[src/rtl/addsub_seq.sv]
// addsub_seq: multi-cycle chunked add/subtract unit with valid/ready handshake and carry/overflow/zero flags.
// Ports: clk, rst (sync, active-high); in_valid/in_ready accept a, b, op_sub, c_in;
// out_valid/out_ready hand back result, carry_out (borrow on subtract), overflow and zero.
// Optional macro ADDSUB_SATURATE_EN clamps an overflowing result to the signed extreme.
module addsub_seq #(
  parameter int WIDTH = 64,
  parameter int CHUNK = 16
) (
  input  logic             clk,
  input  logic             rst,
  input  logic             in_valid,
  output logic             in_ready,
  input  logic [WIDTH-1:0] a,
  input  logic [WIDTH-1:0] b,
  input  logic             op_sub,
  input  logic             c_in,
  output logic             out_valid,
  input  logic             out_ready,
  output logic [WIDTH-1:0] result,
  output logic             carry_out,
  output logic             overflow,
  output logic             zero
);
  localparam int NCH = WIDTH / CHUNK;
  localparam int CW = NCH > 1 ? $clog2(NCH) : 1;
  typedef enum logic [1:0] {IDLE, CALC, DONE} state_t;
  state_t           state_q;
  logic [WIDTH-1:0] a_q, b_q, result_q, res_d;
  logic             sub_q, carry_q, carry_out_q, overflow_q, zero_q;
  logic [CW-1:0]    cnt_q;
  logic [CHUNK:0]   sum;
  logic [31:0]      base;
  logic             last, ovf_d;
  assign last = cnt_q == CW'(NCH - 1);
  // b_q already holds ~b and carry_q ~c_in for subtraction, so every chunk is a plain add.
  always_comb begin
    base = 32'(cnt_q) * 32'(CHUNK);
    sum = {1'b0, a_q[base +: CHUNK]} + {1'b0, b_q[base +: CHUNK]} + {{CHUNK{1'b0}}, carry_q};
    res_d = result_q;
    res_d[base +: CHUNK] = sum[CHUNK-1:0];
    ovf_d = (a_q[WIDTH-1] == b_q[WIDTH-1]) & (res_d[WIDTH-1] != a_q[WIDTH-1]);
`ifdef ADDSUB_SATURATE_EN
    if (last && ovf_d) res_d = a_q[WIDTH-1] ? {1'b1, {(WIDTH-1){1'b0}}} : {1'b0, {(WIDTH-1){1'b1}}};
`endif
  end
  always_ff @(posedge clk) begin
    if (rst) begin
      state_q     <= IDLE;
      a_q         <= '0;
      b_q         <= '0;
      sub_q       <= 1'b0;
      carry_q     <= 1'b0;
      cnt_q       <= '0;
      result_q    <= '0;
      carry_out_q <= 1'b0;
      overflow_q  <= 1'b0;
      zero_q      <= 1'b0;
    end else begin
      case (state_q)
        IDLE: if (in_valid) begin
          a_q     <= a;
          b_q     <= op_sub ? ~b : b;
          sub_q   <= op_sub;
          carry_q <= op_sub ? ~c_in : c_in;
          cnt_q   <= '0;
          state_q <= CALC;
        end
        CALC: begin
          result_q <= res_d;
          carry_q  <= sum[CHUNK];
          cnt_q    <= cnt_q + CW'(1);
          if (last) begin
            carry_out_q <= sub_q ^ sum[CHUNK];
            overflow_q  <= ovf_d;
            zero_q      <= res_d == '0;
            state_q     <= DONE;
          end
        end
        DONE: if (out_ready) state_q <= IDLE;
        default: state_q <= IDLE;
      endcase
    end
  end
  assign in_ready  = state_q == IDLE;
  assign out_valid = state_q == DONE;
  assign result    = result_q;
  assign carry_out = carry_out_q;
  assign overflow  = overflow_q;
  assign zero      = zero_q;
endmodule

[config.mk]
export PLATFORM = sky130hd
export DESIGN_NAME = addsub_seq
export DESIGN_NICKNAME = d
export VERILOG_FILES = /design/src/rtl/addsub_seq.sv
export SDC_FILE = /design/constraint.sdc
export NUM_CORES = 1
export LEC_CHECK = 0
export ABC_CLOCK_PERIOD_IN_PS = 5500
export BUFFER_PORTS_ARGS = -buffer_cell sky130_fd_sc_hd__buf_2
export CAP_MARGIN = 5
export CORE_MARGIN = 3
export CORE_UTILIZATION = 55
export CTS_BUF_LIST = sky130_fd_sc_hd__clkbuf_8
export CTS_CLUSTER_SIZE = 25
export DETAILED_ROUTE_END_ITERATION = 10
export PLACE_DENSITY = 0.79
export REMOVE_ABC_BUFFERS = 1
export SLEW_MARGIN = 0
export SYNTH_ARGS = -nofsm -noshare
export SYNTH_HDL_FRONTEND = slang
export SYNTH_SLANG_ARGS = --single-unit
export TNS_END_PERCENT = 20
[constraint.sdc]
create_clock -name clk -period 5.5 [get_ports clk]
set_input_delay 0.55 -clock clk [delete_from_list [all_inputs] [get_ports clk]]
set_output_delay 0.55 -clock clk [all_outputs]
set_load 0.005 [all_outputs]
; Word-level counts from Yosys, hierarchy flattened
; Cells that the tools add are included.
[op_classes]
bitwise_logic = 4
n_shift = 4
n_addsub = 4
eq_ne = 8
reduce_logical = 7
mux = 11
[op_table]
columns = op, count
row1 = 64-bit by 7-bit variable part select with 16-bit output, 2
row2 = 64-bit bitwise mux, 1
row3 = 64-bit logical NOT, 1
row4 = 64-bit two-way mux, 1
row5 = 64-bit inverter, 1
row6 = "16-bit by 34-bit variable shift with 64-bit output, first input constant", 1
row7 = 16-bit by 34-bit variable part select with 64-bit output, 1
row8 = 6-bit negation with 34-bit output, 1
row9 = 16-bit by 16-bit adder with 17-bit output, 1
row10 = 17-bit by 1-bit adder with 17-bit output, 1
row11 = 2-bit two-way mux, 4
row12 = 2-bit case mux with 3 select lines, 1
row13 = 2-bit AND reduction, 3
row14 = "2-bit == test, second input constant", 2
row15 = "2-bit inequality test, second input constant", 2
row16 = 2-bit case mux with 2 select lines, 1
row17 = 3-bit AND reduction, 1
row18 = "2-bit by 1-bit adder with 2-bit output, second input constant", 1
row19 = "2-bit by 1-bit == test with 1-bit output, second input constant", 1
row20 = 2-bit logical NOT, 1
row21 = 1-bit two-way mux, 2
row22 = "2-bit by 1-bit inequality test with 1-bit output, second input constant", 1
row23 = 1-bit case mux with 2 select lines, 1
row24 = 2-bit nonzero test, 1
row25 = other kinds (5), 5
[word_totals]
output_inout_bits = 69
regBits = 201
in_bits = 134
wordCells = 48

; Longest topological paths before layout
; Gate-level depths: netlist (run 1).
[logic_depth]
depth_word = 7
ltp_mapped = 15
depth_no_buf = 13

; Worst setup path before layout (run 1)
; Ideal clock, no wire load.
[synth_timing]
path_type = register -> register
start = register cnt_q[1]
end = register zero_q (netlist: zero)
setup_ns = 0.118
required_ns = 5.382
path_stages_with_launch = 15
arrival_ns = 3.997
n_path_buf = 3
slack_ns = 1.385
period_less_slack_ns = 4.115
path_cell_list = dfxtp_1 -> clkbuf_1 -> buf_1 -> clkbuf_1 -> mux4_2 -> ha_1 -> and2b_1 -> o21a_1 -> o31a_1 -> or4b_4 -> o311ai_2 -> or2_1 -> nor2_1 -> o2111ai_1 -> o21ai_1
[synth_via]
elab_chain_cells = 6
word_cells_on_any_way = 11
cone_classes = add/sub: 3 / eq/ne: 1 / shift: 4 / mux: 1 / reduce/logical: 2
[synth_rtl]
columns = item, line
row1 = "start, declared", 30  ; logic [CW-1:0] cnt_q;
row2 = "start signal, assigned", 71  ; cnt_q <= cnt_q + CW'(1);
row3 = 64-bit by 7-bit variable part select with 16-bit output, 38  ; sum = {1'b0, a_q[base +: CHUNK]} + {1'b0, b_q[base +: CHUNK]} + {{CHUNK{1'b0}}, carry_q};
row4 = 16-bit by 16-bit adder with 17-bit output, 38
row5 = 17-bit by 1-bit adder with 17-bit output, 38
row6 = 16-bit by 34-bit variable part select with 64-bit output, 40  ; res_d[base +: CHUNK] = sum[CHUNK-1:0];
row7 = 64-bit bitwise mux, 40
row8 = 64-bit logical NOT, 75  ; zero_q <= res_d == '0;
row9 = "end signal, assigned", 57  ; zero_q <= 1'b0;
row10 = "end signal, assigned", 75
row11 = "end, declared", 29  ; logic sub_q, carry_q, carry_out_q, overflow_q, zero_q;
; Parallel ways exist; a longest one is shown, timed or not.
; A chain may end at the register's enable or synchronous reset.

; Final worst setup path (run 1)
[layout_timing]
start = register cnt_q[0]
end = register zero_q (netlist: zero)
; Same word-level chain as after synthesis.

==> impl_metrics.ini, run 1 <==
[global_route]
grt_pass1_vias = 8020
antenna_found_initial = 0
grt_pass1_wl_um = 40990
gr-total-overflow = 0
grt_max_degree = 196
grtUsageTotal = 0.2671

[floorplan]
num_rows = 47
die-area_um2 = 18930
core_um2 = 16760
ios = 203
die_w_um = 137.6
initial_core_util = 0.5681
die_y_um = 137.6

[drt]
final_antenna_net_count = 0
dr.max_layer_used = met4
wl_met2_um = 12130
vias_per_cell = 5.823
drc = 0
wl_met3_um = 2072
met1_length_um = 10910
drt_pass1_iterations = 6
num_vias = 8607
drt_iter0_drc = 646
wire_per_inst_um = 17.41
routed_wl_um = 25740

[placed_design]
place.gp.congestion = 0.9105
pre_cts_slack_ns = 1.388
place_inst = 1423
port_buffers = 202
dp_hpwl_um = 18060

[hold_path]
hold_path.class = in -> reg

[timing]
setup_viol = 0
finalSetupTns_ns = 0
final.period_utilization = 0.7537
hold_viol = 0
slew_headroom = 0.1520
drv_slew = 0
finClkSkew_ns = 0.01794
timing.final.ws_setup_ns = 1.355
rsz0062_at_grt = false
max_freq_mhz = 241.2
worstMarginPinSlew_ns = 1.267
period_needed_ns = 4.145

[synthesis]
synth-edff-count = 0
synth_common_cells = dfxtp_1 (201), nor2_1 (165), nand2_1 (143)
synthTopCellsByArea = dfxtp_1 (42%), mux4_2 (7.6%), xnor2_1 (6.6%)
synth_cell_types = 65
syn_area_um2 = 9522
synth_async_sr_flop_share = 0
synth_top_area_frac = 0.4226
dominantRegCellSynth = dfxtp_1
yosysTopAreaCell = dfxtp_1
synth-seq-cells = 201
synth.avg_cell_area_um2 = 8.866
synth_most_common_cell = dfxtp_1
synthCells = 1074
ys.warnings.count = 0
seq_area_frac_synth = 0.4226

[clock_tree]
clk_pin_slew_ns = 0.06
clk_latency_ns = 0.55
post_cts_buffers = 0
tritoncts = done
clockRootBuffer = clkbuf_8
cts.repair.resized = 0
hold_buffers = 0
h-tree-depth = 1
cts_buffers = 31
cts_max_path_buffers = 3
cts.sinks = 201

[final_layout]
diodes = 0
final-instance-count-excl-fill = 1478
syn_to_final_growth_pct = 18.02
drive_gt1_frac = 0.2440
fin_nets = 1393
n_fill_cell = 1370

[power]
vdd_drop_max_v = 0.0002314
power_density_nw_per_um2 = 312.6
cellLeakagePower_uw = 0.004631

[critical_path]
crit_path_end_kind = flip-flop
critPathArrivalTime_ns = 4.58
crit_type = reg -> reg
crit_required_ns = 5.94
rrSetupSlack_ns = 1.35
start_kind = flip-flop
critical_path_peak_fanout = 19

[run_status]
status = complete, no violations

[run]
cap_violations = 0
[cells by family (layout without fill, tap and decap cells)]
family / count (synthesis) / after routing / synth area share
flops: 201 / 201 / 0.4226
fa+ha+maj: 23 / 23 / 0.03180
simple gates: 371 / 371 / 0.1622
buf+inv: 103 / 287 / 0.04139
compound gates: 267 / 267 / 0.1945
mux: 34 / 34 / 0.07779
xor+xnor: 75 / 75 / 0.06978
[per-layer routing]
layer	track usage	vias to the layer above
li1	-	4128
met1	0.3662	4056
met2	0.4398	375
met3	0.04383	48
met4	0.07206	0
met5	0	-
[flip-flops by register name, summed over array words and instances (netlist names)]
name and flops:
carry_q 1, result 64, b_q 64, cnt_q 2
a_q 64, overflow 1, zero 1, carry_out 1
sub_q 1, state_q 2
[per-stage QoR]
step	total power (uW)	instance area [um^2]	hold slack [ns]	utilization
after global placement	2243	10590	0.4389	0.6318
after CTS	3522	11240	0.2199	0.6705
final	3513	11240	0.2391	0.6705
after detailed placement	2257	10590	0.4441	0.6318
after global routing	3666	11240	0.2341	0.6705
after floorplan	2032	9206	0.4271	-
[cell type report]
type / instances / area, um^2 / share of cell area
clock buffers: 38 / 523.0 / 0.04654
clock inverters: 17 / 125.1 / 0.01113
inverters: 21 / 78.83 / 0.007015
multi-input cells: 770 / 5109 / 0.4546
flip-flops and latches: 201 / 4026 / 0.3583
well taps: 220 / 275.3 / 0.02450
repair buffers: 211 / 1100 / 0.09787
[path summary, 6_finish.rpt]
kind / startpoint / end / depth (start not counted)
setup / recovery: cnt_q[0] / zero / 12
hold / removal: a[48] / a_q[48] / 3
setup reg to reg: cnt_q[0] / zero / 12
hold reg to reg: a_q[42] / a_q[42] / 2
[placed cells by master, fill, tap and decap left out, drive strengths merged, types with 3 or more instances in the layout]
cell    instances
nor3           14
clkinv          7
o21ai           7
a31oi           3
nor2          166
a221oi          4
a21oi          85
buf           211
ha             21
o21a            4
xnor2          73
a22oi          63
and3            3
dfxtp         201
nand4           3
or2             3
nand2         144
a21o            3
inv            29
mux4           32
nor4           13
a211oi         68
nand3           7
nand2b          9
clkbuf         38
o211ai          4
[critical path, cell delays in order, from the launching register on]
cell,delay (ns)
dfxtp_2,0.62
buf_4,0.41
mux4_2,0.57
ha_1,0.35
or2_2,0.31
a21oi_1,0.14
a21oi_1,0.09
a221o_1,0.33
a211oi_1,0.73
nand2b_1,0.21
a221oi_1,0.08
o2111ai_1,0.13
o21ai_1,0.08
[report_power, final]
| part | total [uW] | switching (uW) | internal, uW | leakage, uW |
|---|---|---|---|---|
| combinational | 641 | 377 | 264 | 0.00261 |
| clock | 1280 | 560 | 716 | 0.000371 |
| sequential | 1600 | 56.0 | 1540 | 0.00165 |
| total | 3510 | 993 | 2520 | 0.00463 |
Power figures use the tool's default switching activity.
==> inputs of run 2 (changes only) <==
- ABC_CLOCK_PERIOD_IN_PS: 5500 -> 3750
- CORE_UTILIZATION: 55 -> 51
- PLACE_DENSITY: 0.79 -> 0.77
- clock period: 5.5 -> 3.75 ns (I/O delays scaled with it)
==> run 2 against run 1 <==
  * Hold slack got worse by 0.14 ns
  * Clock skew hardly changed
  * Sequential share of layout area decreased by 0.73 points
  * Critical path depth rose by 1
  * Design area up 2.1%
  * Wire length rose by 0.35%
  * Register-to-register slack got worse by 1.2 ns
  * Cell count grew 2.2%
  * Critical path type unchanged
  * Largest cell class unchanged
  * Largest power group unchanged
==> impl_metrics.ini, run 2 (synthesis results as in run 1) <==
[final_layout]
layout_commonest_cell = buf_2
final_cell_mix = buf_2 (200), dfxtp_1 (199), nor2_1 (165)
utilization = 0.6325
syn_to_final_growth_pct = 20.55
drive_gt1_frac = 0.2582
final-instance-count-excl-fill = 1511
diodes = 0
fin_nets = 1419

[hold_path]
hold_path.class = in -> reg

[global_route]
use_met2 = 0.3895
gr-usage-met1 = 0.3326
antenna_found_initial = 0
gr-total-overflow = 0
grt_busiest_layer = met2
grt_max_degree = 108
grt_pass1_vias = 8098
grt_pass1_wl_um = 40510
grt_use_met3 = 0.03885
grtUsageTotal = 0.2450

[drt]
wire_per_inst_um = 17.09
drt_pass1_iterations = 5
drt_iter0_drc = 609
vias_per_cell = 5.709
routed_wl_um = 25830
drc = 0
num_vias = 8627
final_antenna_net_count = 0

[clock_tree]
clk_pin_slew_ns = 0.06
hold_buffers = 0
cts.sinks = 201
clockRootBuffer = clkbuf_8
clk_latency_ns = 0.52
cts_max_path_buffers = 3
cts_buffers = 34
h-tree-depth = 2
post_cts_buffers = 0
tritoncts = done

[run]
cap_violations = 0

[placed_design]
place.gp.congestion = 0.9832
place_inst = 1454
port_buffers = 202
dp_hpwl_um = 18350

[floorplan]
die-area_um2 = 20340
core_um2 = 18150
initial_core_util = 0.5247
ios = 203
num_rows = 49
die_w_um = 142.6
die_y_um = 142.6

[power]
power_density_nw_per_um2 = 454.3
cellLeakagePower_uw = 0.004769
vdd_drop_max_v = 0.0002257

[critical_path]
crit_type = reg -> reg
start_kind = flip-flop
slowest_stage = or4b_4
crit_required_ns = 4.15
slowest_delay_ns = 0.54
crit_path_end_kind = flip-flop
crit_chain = mux4_2 -> fa_2 -> inv_1 -> fa_1 -> and2b_1 -> o21a_1 -> o31a_1 -> or4b_4 -> o311ai_4 -> or2_1 -> nor2_1 -> o2111ai_1 -> o21ai_1
critical_path_peak_fanout = 7
critPathArrivalTime_ns = 3.98
path_delay_family = simple AND/OR/NAND/NOR gates
cp.buffers_inverters = 1

[timing]
worstMarginPinSlew_ns = 1.092
slew_headroom = 0.2693
holdWs_ns = 0.09550
final.period_utilization = 0.9536
drv_slew = 0
setup_viol = 0
hold_viol = 0
max_freq_mhz = 279.6
finClkSkew_ns = 0.01842
period_needed_ns = 3.576
rsz0062_at_grt = true

[run_status]
status = complete, no violations
## run 2: changes by cell type in the layout (fill, tap and decap cells not counted), sizes merged
| cell | previous run | this run |
|---|---|---|
| bufinv | 2 | 0 |
| clkinv | 7 | 3 |
| clkbuf | 38 | 44 |
| inv | 29 | 31 |
| buf | 211 | 233 |
## run 2: area by class of cell
type	count	area (um^2)
clock inverter	13	52.55
timing repair buffer	234	1315
sequential	201	4029
clock buffer	43	591.8
inverter	21	78.83
tap	229	286.5
multi-input combinational	770	5125
fill	1548	6669
## run 2: power by group
| part | internal, uW | leakage (uW) | switching (uW) |
|---|---|---|---|
| logic | 437 | 0.00275 | 583 |
| clock network | 1020 | 0.000374 | 842 |
| registers | 2260 | 0.00165 | 72.8 |
## run 2: routing by layer
layer	up-vias	wire [um]	part of all wire
li1	4183	-	-
met3	60	2102	0.081
met4	0	797	0.031
met2	384	11910	0.46
met5	-	0	0
met1	4000	11020	0.43
## run 2: what timing repair did
action,in CTS,in global routing
hold endpoints to repair,0,0
resized for setup,0,5
setup endpoints to repair,0,3
## run 2: through the flow
step / instance area (um^2) / worst slack [ns] / TNS, ns / power [uW]
global placement: 10790 / 0.1708 / 0 / 3356
detailed placement: 10790 / 0.1026 / 0 / 3375
global route: 11480 / -0.01448 / -0.01448 / 5463
finish: 11480 / 0.1739 / 0 / 5215
CTS: 11430 / 0.07290 / 0 / 5236
floorplan: 9206 / -0.9246 / -74.62 / 2980
## run 2: final timing paths
path                               start       to  slack (ns)  depth (start not counted)
worst min-delay path               a[34]  a_q[34]         0.1                          3
worst max-delay path            cnt_q[1]     zero        0.17                         13
worst min register to register   a_q[16]  a_q[16]        0.45                          2
worst max register to register  cnt_q[1]     zero        0.17                         13
## run 2: tightest hold or removal path: cells and delay by family
kind | cells | cell delay (ns)
simple gates | 1 | 0.05
buf+inv | 1 | 0.09
compound gates | 1 | 0.05
==> inputs of run 3 (changes only) <==
- RECOVER_POWER: not set -> 50
==> run 3 against run 2 <==
  * The flow now finishes with violations (max-capacitance violations, max-slew violations)
  * Sequential power about the same
  * Hold slack hardly changed
  * Flip-flop and latch count unchanged
  * Global-route usage stayed put
  * Die area unchanged
  * Design area down 0.57%
  * Critical path depth stayed put
  * Clock skew rose by 0.0015 ns
  * Critical endpoint unchanged
==> impl_metrics.ini, run 3 (synthesis results as in run 1) <==
[power]
vdd_drop_max_v = 0.0002242
power_density_nw_per_um2 = 456.9
cellLeakagePower_uw = 0.004621

[global_route]
grtUsageTotal = 0.2450
gr-usage-met1 = 0.3326
gr-total-overflow = 0
grt_pass1_vias = 8098
grt_busiest_layer = met2
grt_use_met3 = 0.03885
use_met2 = 0.3895
antenna_found_initial = 0
grt_max_degree = 108
grt_pass1_wl_um = 40510

[critical_path]
critPathArrivalTime_ns = 3.97
crit_path_end_kind = flip-flop
start_kind = flip-flop
reg2reg_depth = 13
startpoint = cnt_q[1]
r2r_end = zero
critical_path_peak_fanout = 7
crit_type = reg -> reg
crit_path_end = zero
rr_startpoint = cnt_q[1]
crit_required_ns = 4.15
rrSetupSlack_ns = 0.18

[placed_design]
place.gp.congestion = 0.9832
port_buffers = 202
place_inst = 1454
dp_hpwl_um = 18350

[run]
cap_violations = 1

[final_layout]
final_cell_mix = dfxtp_1 (199), buf_2 (169), nor2_1 (165)
final-instance-count-excl-fill = 1511
multiInputGateArea_um2 = 5121
layout_commonest_cell = dfxtp_1
syn_to_final_growth_pct = 19.87
diodes = 0
fin_nets = 1419
seq_area_um2 = 4029
n_fill_cell = 1574
drive_gt1_frac = 0.2317

[timing]
drv_slew = 57
period_needed_ns = 3.571
finalSetupTns_ns = 0
slew_headroom = -0.2764
worstMarginPinSlew_ns = 1.910
hold_viol = 0
finClkSkew_ns = 0.01994
holdWs_ns = 0.09595
max_freq_mhz = 280.0
rsz0062_at_grt = true
final.period_utilization = 0.9523
setup_viol = 0

[floorplan]
num_rows = 49
die_y_um = 142.6
die-area_um2 = 20340
core_um2 = 18150
initial_core_util = 0.5247
ios = 203
die_w_um = 142.6

[run_status]
status = finished with violations
violations = max-capacitance violations, max-slew violations

[drt]
num_vias = 8661
final_antenna_net_count = 0
routed_wl_um = 25950
vias_per_cell = 5.732
drt_pass1_iterations = 7
drc = 0
drt_iter0_drc = 635
wire_per_inst_um = 17.17

[clock_tree]
clk_latency_ns = 0.52
cts_max_path_buffers = 3
tritoncts = done
hold_buffers = 0
cts_buffers = 34
cts.sinks = 201
h-tree-depth = 2
clk_pin_slew_ns = 0.06
clockRootBuffer = clkbuf_8
post_cts_buffers = 0

[hold_path]
hold_path.class = in -> reg
hold_start = a[34]
==> run 3: cell count changes in the layout (fill, tap and decap cells not counted), sizes merged <==
cell	previous run	this run
clkbuf	44	78
buf	233	199
==> run 3: worst min path at each step <==
stage | end | slack [ns] | cells after the start
6_report | a_q[34] | 0.1 | 3
3_3_place_gp | a_q[32] | 0.44 | 2
3_5_place_dp | a_q[16] | 0.45 | 2
5_1_grt | a_q[34] | 0.09 | 3
4_1_cts | a_q[34] | 0.07 | 3
2_1_floorplan | a_q[16] | 0.43 | 2
==> run 3: worst max-delay path, cell delays in order (launching register included) <==
cell and delay [ns]:
dfxtp_4 0.40, mux4_2 0.53, fa_2 0.38, inv_1 0.07, fa_1 0.19, and2b_1 0.22, o21a_1 0.20, o31a_1 0.28
or4b_4 0.54, o311ai_4 0.15, or2_1 0.18, nor2_1 0.04, o2111ai_1 0.19, o21ai_1 0.07
==> run 3: layer usage <==
metal  up-vias  share of wire
li1       4184              -
met1      4060           0.43
met2       363           0.46
met3        54          0.076
met4         0          0.029
met5         -              0
==> run 3: final cells by class <==
class,instances,share of cell area
inverter,21,0.006906
sequential,201,0.3530
timing repair buffer,234,0.1098
clock buffer,43,0.05185
multi-input combinational,770,0.4487
clock inverter,13,0.004604
tap,229,0.02510
==> run 3: per-stage QoR <==
step                  util  cell area [um^2]  power, uW  setup WS (ns)
detailed placement  0.5946             10790       3375         0.1026
finish              0.6289             11410       5215         0.1789
CTS                 0.6301             11430       5236        0.07290
global route        0.6289             11410       5459       -0.01448
global placement    0.5946             10790       3356         0.1708
floorplan                -              9206       2980        -0.9246
==> run 3: timing repair <==
| action | in CTS | in global routing |
|---|---|---|
| resized for setup | 0 | 5 |
| endpoints found under the hold margin | 0 | 0 |
| endpoints found under the setup margin | 0 | 3 |
==> run 3: report_power, final <==
part	internal (uW)	switching [uW]	leakage, uW
clock	1020	843	0.000374
sequential	2260	73.0	0.00165
combinational	434	585	0.00260
